## config.mk

```make
export PLATFORM = sky130hd
export DESIGN_NAME = multi_cycle_ctrl
export DESIGN_NICKNAME = d
export VERILOG_FILES = /design/src/rtl/cpu_defs.sv /design/src/rtl/instr_decode.sv /design/src/rtl/multi_cycle_ctrl.sv
export SDC_FILE = /design/constraint.sdc
export NUM_CORES = 1
export LEC_CHECK = 0
export CAP_MARGIN = 20
export CORE_UTILIZATION = 45
export DETAILED_ROUTE_END_ITERATION = 6
export GPL_TIMING_DRIVEN = 0
export PLACE_DENSITY = 0.79
export SKIP_LAST_GASP = 1
export SLEW_MARGIN = 20
export SYNTH_ARGS = -nofsm -noshare
export SYNTH_HDL_FRONTEND = slang
export SYNTH_HIERARCHICAL = 1
export SYNTH_SLANG_ARGS = --single-unit
```

## constraint.sdc

```tcl
create_clock -name clock -period 1.98 [get_ports clock]
set_input_delay 0.198 -clock clock [delete_from_list [all_inputs] [get_ports clock]]
set_output_delay 0.198 -clock clock [all_outputs]
set_load 0.02 [all_outputs]
```

## src/rtl/cpu_defs.sv

```systemverilog
// Shared encodings for the multi-cycle controller: opcodes, funct codes,
// FSM states, ALU operations and the decoded-instruction bundle.
package cpu_defs;

  localparam logic [5:0] OP_RTYPE = 6'b000000;
  localparam logic [5:0] OP_J     = 6'b000010;
  localparam logic [5:0] OP_JAL   = 6'b000011;
  localparam logic [5:0] OP_BEQ   = 6'b000100;
  localparam logic [5:0] OP_ADDI  = 6'b001000;
  localparam logic [5:0] OP_ORI   = 6'b001101;
  localparam logic [5:0] OP_LW    = 6'b100011;
  localparam logic [5:0] OP_SW    = 6'b101011;
  localparam logic [5:0] OP_HALT  = 6'b111111;

  localparam logic [5:0] FN_ADD = 6'b100000;
  localparam logic [5:0] FN_SUB = 6'b100010;
  localparam logic [5:0] FN_AND = 6'b100100;
  localparam logic [5:0] FN_OR  = 6'b100101;
  localparam logic [5:0] FN_SLT = 6'b101010;

  localparam logic [2:0] ALU_ADD = 3'b000;
  localparam logic [2:0] ALU_SUB = 3'b001;
  localparam logic [2:0] ALU_AND = 3'b010;
  localparam logic [2:0] ALU_OR  = 3'b011;
  localparam logic [2:0] ALU_SLT = 3'b100;

  localparam logic [1:0] RDST_RT  = 2'b00;
  localparam logic [1:0] RDST_RD  = 2'b01;
  localparam logic [1:0] RDST_R31 = 2'b10;

  localparam logic [1:0] PCS_SEQ    = 2'b00;
  localparam logic [1:0] PCS_BRANCH = 2'b01;
  localparam logic [1:0] PCS_JUMP   = 2'b10;

  typedef enum logic [2:0] {
    ST_IF     = 3'b000,
    ST_ID     = 3'b001,
    ST_EXE_LS = 3'b010,
    ST_MEM    = 3'b011,
    ST_WB_LD  = 3'b100,
    ST_EXE_BR = 3'b101,
    ST_EXE_AL = 3'b110,
    ST_WB_AL  = 3'b111
  } state_e;

  // Instruction class selects the FSM path taken out of ID.
  typedef enum logic [2:0] {
    CLS_NOP  = 3'd0,
    CLS_AL   = 3'd1,
    CLS_LS   = 3'd2,
    CLS_BR   = 3'd3,
    CLS_JMP  = 3'd4,
    CLS_HALT = 3'd5
  } cls_e;

  typedef struct packed {
    cls_e       cls;
    logic       is_r;
    logic       is_lw;
    logic       is_jal;
    logic [2:0] alu_op;
    logic       ext_sel;
    logic       alu_src_b;
  } dec_t;

  function automatic logic [2:0] funct_to_alu(input logic [5:0] fn);
    case (fn)
      FN_ADD:  return ALU_ADD;
      FN_SUB:  return ALU_SUB;
      FN_AND:  return ALU_AND;
      FN_OR:   return ALU_OR;
      FN_SLT:  return ALU_SLT;
      default: return ALU_ADD;
    endcase
  endfunction

endpackage

```

## src/rtl/instr_decode.sv

```systemverilog
// Combinational decode of the latched opcode/funct into per-instruction
// control attributes; state-independent.
module instr_decode
  import cpu_defs::*;
(
  input  logic [5:0] op_i,
  input  logic [5:0] fn_i,
  output dec_t       dec_o
);

  always_comb begin
    dec_o           = '0;
    dec_o.cls       = CLS_NOP;
    dec_o.alu_op    = ALU_ADD;
    dec_o.ext_sel   = 1'b1;
    dec_o.alu_src_b = 1'b0;
    case (op_i)
      OP_RTYPE: begin
        dec_o.cls    = CLS_AL;
        dec_o.is_r   = 1'b1;
        dec_o.alu_op = funct_to_alu(fn_i);
      end
      OP_ADDI: begin
        dec_o.cls       = CLS_AL;
        dec_o.alu_src_b = 1'b1;
      end
      OP_ORI: begin
        dec_o.cls       = CLS_AL;
        dec_o.alu_src_b = 1'b1;
        dec_o.ext_sel   = 1'b0;
        dec_o.alu_op    = ALU_OR;
      end
      OP_LW: begin
        dec_o.cls       = CLS_LS;
        dec_o.is_lw     = 1'b1;
        dec_o.alu_src_b = 1'b1;
      end
      OP_SW: begin
        dec_o.cls       = CLS_LS;
        dec_o.alu_src_b = 1'b1;
      end
      OP_BEQ: begin
        dec_o.cls    = CLS_BR;
        dec_o.alu_op = ALU_SUB;
      end
      OP_J: begin
        dec_o.cls = CLS_JMP;
      end
      OP_JAL: begin
        dec_o.cls    = CLS_JMP;
        dec_o.is_jal = 1'b1;
      end
      OP_HALT: begin
        dec_o.cls = CLS_HALT;
      end
      default: begin
        dec_o.cls = CLS_NOP;
      end
    endcase
  end

endmodule

```

## src/rtl/multi_cycle_ctrl.sv

```systemverilog
// Multi-cycle CPU control FSM: sequences fetch/decode/execute/memory/writeback
// and drives datapath enables from the current state and latched instruction.
module multi_cycle_ctrl
  import cpu_defs::*;
(
  input  logic       clock,
  input  logic       Reset,
  input  logic [5:0] opcode,
  input  logic [5:0] funct,
  input  logic       zero,
  input  logic       mem_ready,
  output logic       PCWre,
  output logic       IRWre,
  output logic       RegWre,
  output logic [1:0] RegDst,
  output logic       WrRegDSrc,
  output logic       ALUSrcB,
  output logic [2:0] ALUOp,
  output logic       ExtSel,
  output logic       mRD,
  output logic       mWR,
  output logic       DBDataSrc,
  output logic [1:0] PCSrc,
  output logic [2:0] state
);

  state_e     state_q, state_d;
  logic [5:0] op_q, op_d;
  logic [5:0] fn_q, fn_d;
  dec_t       dec;

  instr_decode u_dec (
    .op_i  (op_q),
    .fn_i  (fn_q),
    .dec_o (dec)
  );

  // The instruction is captured on the edge that enters ID and held until
  // the next fetch, so a halt keeps its opcode for as long as it sits in ID.
  always_comb begin
    op_d = op_q;
    fn_d = fn_q;
    if (state_q == ST_IF) begin
      op_d = opcode;
      fn_d = funct;
    end
  end

  always_ff @(posedge clock or negedge Reset) begin
    if (!Reset) begin
      state_q <= ST_IF;
      op_q    <= 6'b000000;
      fn_q    <= 6'b000000;
    end else begin
      state_q <= state_d;
      op_q    <= op_d;
      fn_q    <= fn_d;
    end
  end

  always_comb begin
    state_d = state_q;
    case (state_q)
      ST_IF: state_d = ST_ID;
      ST_ID: begin
        case (dec.cls)
          CLS_AL:   state_d = ST_EXE_AL;
          CLS_LS:   state_d = ST_EXE_LS;
          CLS_BR:   state_d = ST_EXE_BR;
          CLS_HALT: state_d = ST_ID;
          default:  state_d = ST_IF;
        endcase
      end
      ST_EXE_AL: state_d = ST_WB_AL;
      ST_WB_AL:  state_d = ST_IF;
      ST_EXE_LS: state_d = ST_MEM;
      ST_MEM: begin
        if (mem_ready) begin
          state_d = dec.is_lw ? ST_WB_LD : ST_IF;
        end
      end
      ST_WB_LD:  state_d = ST_IF;
      ST_EXE_BR: state_d = ST_IF;
      default:   state_d = ST_IF;
    endcase
  end

  always_comb begin
    PCWre     = 1'b0;
    IRWre     = 1'b0;
    RegWre    = 1'b0;
    RegDst    = RDST_RT;
    WrRegDSrc = 1'b0;
    ALUSrcB   = 1'b0;
    ALUOp     = ALU_ADD;
    ExtSel    = 1'b0;
    mRD       = 1'b0;
    mWR       = 1'b0;
    DBDataSrc = 1'b0;
    PCSrc     = PCS_SEQ;
    // Datapath selects stay quiet during fetch so reset leaves only IRWre high.
    if (state_q != ST_IF) begin
      ALUSrcB = dec.alu_src_b;
      ALUOp   = dec.alu_op;
      ExtSel  = dec.ext_sel;
    end
    case (state_q)
      ST_IF: IRWre = 1'b1;
      ST_ID: begin
        if (dec.cls == CLS_JMP) begin
          PCWre = 1'b1;
          PCSrc = PCS_JUMP;
          if (dec.is_jal) begin
            RegWre    = 1'b1;
            RegDst    = RDST_R31;
            WrRegDSrc = 1'b1;
          end
        end else if (dec.cls == CLS_NOP) begin
          PCWre = 1'b1;
        end
      end
      ST_WB_AL: begin
        PCWre  = 1'b1;
        RegWre = 1'b1;
        RegDst = dec.is_r ? RDST_RD : RDST_RT;
      end
      ST_MEM: begin
        if (dec.is_lw) begin
          mRD = 1'b1;
        end else begin
          mWR   = 1'b1;
          PCWre = mem_ready;
        end
      end
      ST_WB_LD: begin
        PCWre     = 1'b1;
        RegWre    = 1'b1;
        RegDst    = RDST_RT;
        DBDataSrc = 1'b1;
      end
      ST_EXE_BR: begin
        PCWre = 1'b1;
        PCSrc = zero ? PCS_BRANCH : PCS_SEQ;
      end
      default: ;
    endcase
  end

  assign state = state_q;

endmodule

```

# Yosys cells after proc, flatten, opt, wreduce, memory -nomap -nowiden
# Index checks and enable logic that the tools add are counted.
# W data, S select, Z words.
# op_classes
reduce_logical	10
eq_ne	25
muxes	36
# ops
operator	n
$eq A6 B6 Y1 const B	7
$pmux W3 S4	2
$mux W1	21
$eq A3 B3 Y1 const B	6
$pmux W3 S6	1
$pmux W3 S5	1
$eq A3 B2 Y1 const B	4
$eq A6 B2 Y1 const B	2
$eq A6 B4 Y1 const B	2
$mux W3	3
$pmux W3 S3	1
$pmux W2 S2	2
$eq A3 B1 Y1 const B	2
$eq A6 B3 Y1 const B	1
$logic_not A3 Y1	2
$logic_not A6 Y1	1
$mux W2	3
$reduce_or A2 Y1	3
$reduce_or A3 Y1	2
$reduce_or A4 Y1	1
$pmux W1 S3	1
$reduce_bool A3 Y1	1
$ne A2 B2 Y1 const B	1
$pmux W1 S2	1
# totals
regBits	15
out_inout_bits	19
input_bits	16
word_cells	74

# Longest topological paths before layout
# logic_depth
ltp_word	7
mapped_depth	7
mapped_depth_nobuf	6

# Cells and area by module
# The synthesis kept the hierarchy.
# by_module_without_submodules
module	instances	area_each_um2	seq_area_each_um2	cells_each
multi_cycle_ctrl	1	815.8	375.4	70
instr_decode	1	224.0	0.0	36

# Worst setup path after synthesis
# OpenSTA, ideal clock, no wires.
# synth_path
path_type	register -> output
from	reg op_q[4]
to	out RegWre
required_ns	1.782
path_buffers	0
path_stages_with_launch	5
path_slack_ns	-0.121
arrival_ns	1.903
path_cell_list	dfrtp_1 or4_4 a21boi_0 and4_1 a21o_1
# synth_lines
element	line	source
start, declared	multi_cycle_ctrl.sv:28	logic [5:0] op_q, op_d;
start signal, assigned	multi_cycle_ctrl.sv:56	op_q <= op_d;
end, declared	multi_cycle_ctrl.sv:14	output logic RegWre,

==> results.cfg <==
[job]
max_cap_viol_count = 0

[worst_setup_path]
startpoint = op_q[0]
criticalPathCategory = flop to output port
critical_path.startpoint_type = flop
path_max_fanout = 7
worstPathRequired_ns = 1.78
endpoint_kind = output port
crit_arrival_ns = 2.11
worstReg2RegStart = op_q[5]

[placed_design]
hpwl_mm = 1.684
gp_congestion = 0.8761
io_buffers = 34
postPlaceCellArea_um2 = 1415

[clock_tree]
cts_buffer_depth = 2
cts.sinks = 15
ctsRootBufferMaster = clkbuf_4
cts_tree = yes
clk_pin_slew_ns = 0.09
clock_latency_ns = 0.28
cts_max_level = 1
holdBufCountCts = 0
numCtsBuffers = 3

[synth]
ys_warn_count = 6
synthesis.instances = 106
synthDistinctLibCells = 37
synth-edff-count = 0
synthesis.area_um2 = 1040
ys_seq_area_frac = 0.3610
ys_seq_elements = 15
async_flop_share = 1.000
synth_fp_nets = 122
synth_flop_cell = dfrtp_1
synth.avg_cell_area_um2 = 9.809

[power_and_ir_drop]
irDropWorstVdd_v = 0.001060
leakage_nw = 0.7331
powerDensity_nw_per_um2 = 1457

[timing]
setup_viol = 9
worstMarginPinSlew_ns = 0.6722
fin_crit_sh = 1.166
worst_slack_ns = -0.3282
max_slew_margin = 0.5504
fin_tns_setup_ns = -1.798
hold_viol_final = 0
drv_slew = 0
clock_skew_ns = 0.003048
fmax_mhz = 433.2
min_period_ns = 2.308
rsz0062_at_grt = yes

[global_route]
antenna_found_initial = 0
grt_use_met3 = 0.06790
grt.total_usage = 0.2235
grt.busiest_layer = met2
grt_pass1_wl_mm = 4.146
grt_pass1_vias = 890
met2_usage = 0.3422
grt_max_degree = 16
overflow = 0
grtUsageMet1 = 0.2893

[detailed_routing]
first_pass_iters = 4
drcViolationCount = 0
viasPerCell = 5.460
wl_per_cell_um = 14.65
drtAntennaViolNets = 0
first_iter_violations = 19
vias = 1032
finalWirelength_mm = 2.768

[finish]
fillers = 166
final_util = 0.7419
synthToLayoutAreaGrowth_pct = 56.32
fin_nets = 178
drive_gt1_frac = 0.4286
antenna_cells = 0
fin_area_um2 = 1625

[floorplanning]
die_w_um = 50.07
ios = 35
initial_core_util = 0.4746
row_count = 17
die-area_um2 = 2507
core_region_area_um2 = 2191
die_h_um = 50.07

[run_status]
status = finished with violations
violations = setup timing

[worst_hold_path]
hold_class = primary input to asynchronous set/reset pin
-- sequential cells by signal, indices dropped and copies added, names as in the netlist --
register and flops:
fn_q 6, op_q 6, state 3
-- report_power, final --
part	leakage, nW	internal, mW	total (mW)	switching, mW
Combinational	0.546	0.832	1.51	0.675
Sequential	0.172	0.466	0.685	0.219
Clock	0.0150	0.0783	0.175	0.0967
Total	0.733	1.38	2.37	0.991
-- repair_timing --
| item | CTS | global route |
|---|---|---|
| setup endpoints to repair | 16 | 15 |
| resized for setup | 60 | 18 |
| hold endpoints to repair | 0 | 0 |
| pin swaps | 2 | 5 |
| buffers inserted | 9 | 10 |
-- critical path, stage by stage, from the launching register on --
cell and delay (ns):
dfrtp_2 0.45, nand3_2 0.14, or2_2 0.34, a21oi_4 0.21
nor2_2 0.08, and4_1 0.22, a21o_1 0.15, clkdlybuf4s15_2 0.24
-- layout make-up --
class | instances | area (µm²) | area share
Sequential cell | 15 | 382.9 | 0.2356
Clock buffer | 4 | 26.28 | 0.01617
Tap cell | 28 | 35.03 | 0.02156
Inverter | 3 | 11.26 | 0.006928
Buffer | 4 | 45.04 | 0.02771
Multi-Input combinational cell | 83 | 666.9 | 0.4103
Timing Repair Buffer | 52 | 457.9 | 0.2818
-- logic make-up after synthesis --
kind of cell | Yosys count | synth area share
and+or+nand+nor | 49 | 0.3009
DFF | 15 | 0.3610
muxes | 12 | 0.1444
AOI/OAI and AO/OA | 19 | 0.1131
xor gates and xnor gates | 3 | 0.02528
buffers and inverters | 8 | 0.05534
-- metal layers --
| layer | routed length, µm | up-vias |
|---|---|---|
| li1 | - | 498 |
| met2 | 1430 | 30 |
| met3 | 108 | 9 |
| met5 | 0 | - |
| met1 | 1173 | 495 |
| met4 | 56 | 0 |
-- worst paths after layout --
kind | to | slack (ns) | cells past startpoint
max in group asynchronous | op_q[1] | 1.19 | 1
min | fn_q[0] | 0.32 | 1
max reg2reg | state[0] | 0.10 | 6
min in group clock | op_q[1] | 0.52 | 2
max | RegWre | -0.33 | 7
min reg2reg | op_q[2] | 0.53 | 1
-- synthesized netlist by cell type, types with 2 or more instances --
cell type  instances  area, µm²
nand3_1            6      30.03
nor3b_1            3      22.52
buf_6              2      22.52
and4_1             2      17.52
mux2_2             8      90.09
a21oi_1            5      25.02
nand2_1            7      26.28
and3b_1            2      17.52
mux2_4             4      60.06
nor3_1             2      10.01
nor2b_1            5      31.28
dfrtp_1           15      375.4
nand3b_1           4      30.03
and3_1             2      12.51
inv_1              3      11.26
o21ai_0            6      30.03
a21boi_0           3      22.52
xor2_1             2      17.52
nor2_1             7      26.28
-- cell usage in the layout, fill, tap and decap left out, drive strengths merged --
cell type,instances
a21boi,3
a21o,1
a21oi,5
a32oi,1
and3,2
and3b,2
and4,2
and4b,1
buf,28
clkbuf,7
clkdlybuf4s15,3
clkdlybuf4s50,19
dfrtp,15
dlygate4sd2,2
dlymetal6s2s,1
inv,3
mux2,12
nand2,7
nand3,6
nand3b,4
nand4,1
nor2,8
nor2b,5
nor3,2
nor3b,3
nor4,1
nor4b,1
o211ai,1
o21ai,7
o31ai,1
or2,2
or3,1
or4,1
xnor2,1
xor2,2
-- per-stage QoR --
stage / power, mW / hold slack [ns] / setup WS, ns / std cells
final: 2.367 / 0.3154 / -0.3282 / 189
after global routing: 2.524 / 0.3556 / -0.4343 / 189
after CTS: 2.143 / 0.3289 / -0.3109 / 181
after detailed placement: 1.809 / 0.5182 / -0.4760 / 168
after global placement: 1.775 / 0.5043 / -0.4451 / 168
after floorplan: 1.461 / -0.09759 / 0.0002529 / 106
No activity file was read; power rests on OpenSTA's default activity.
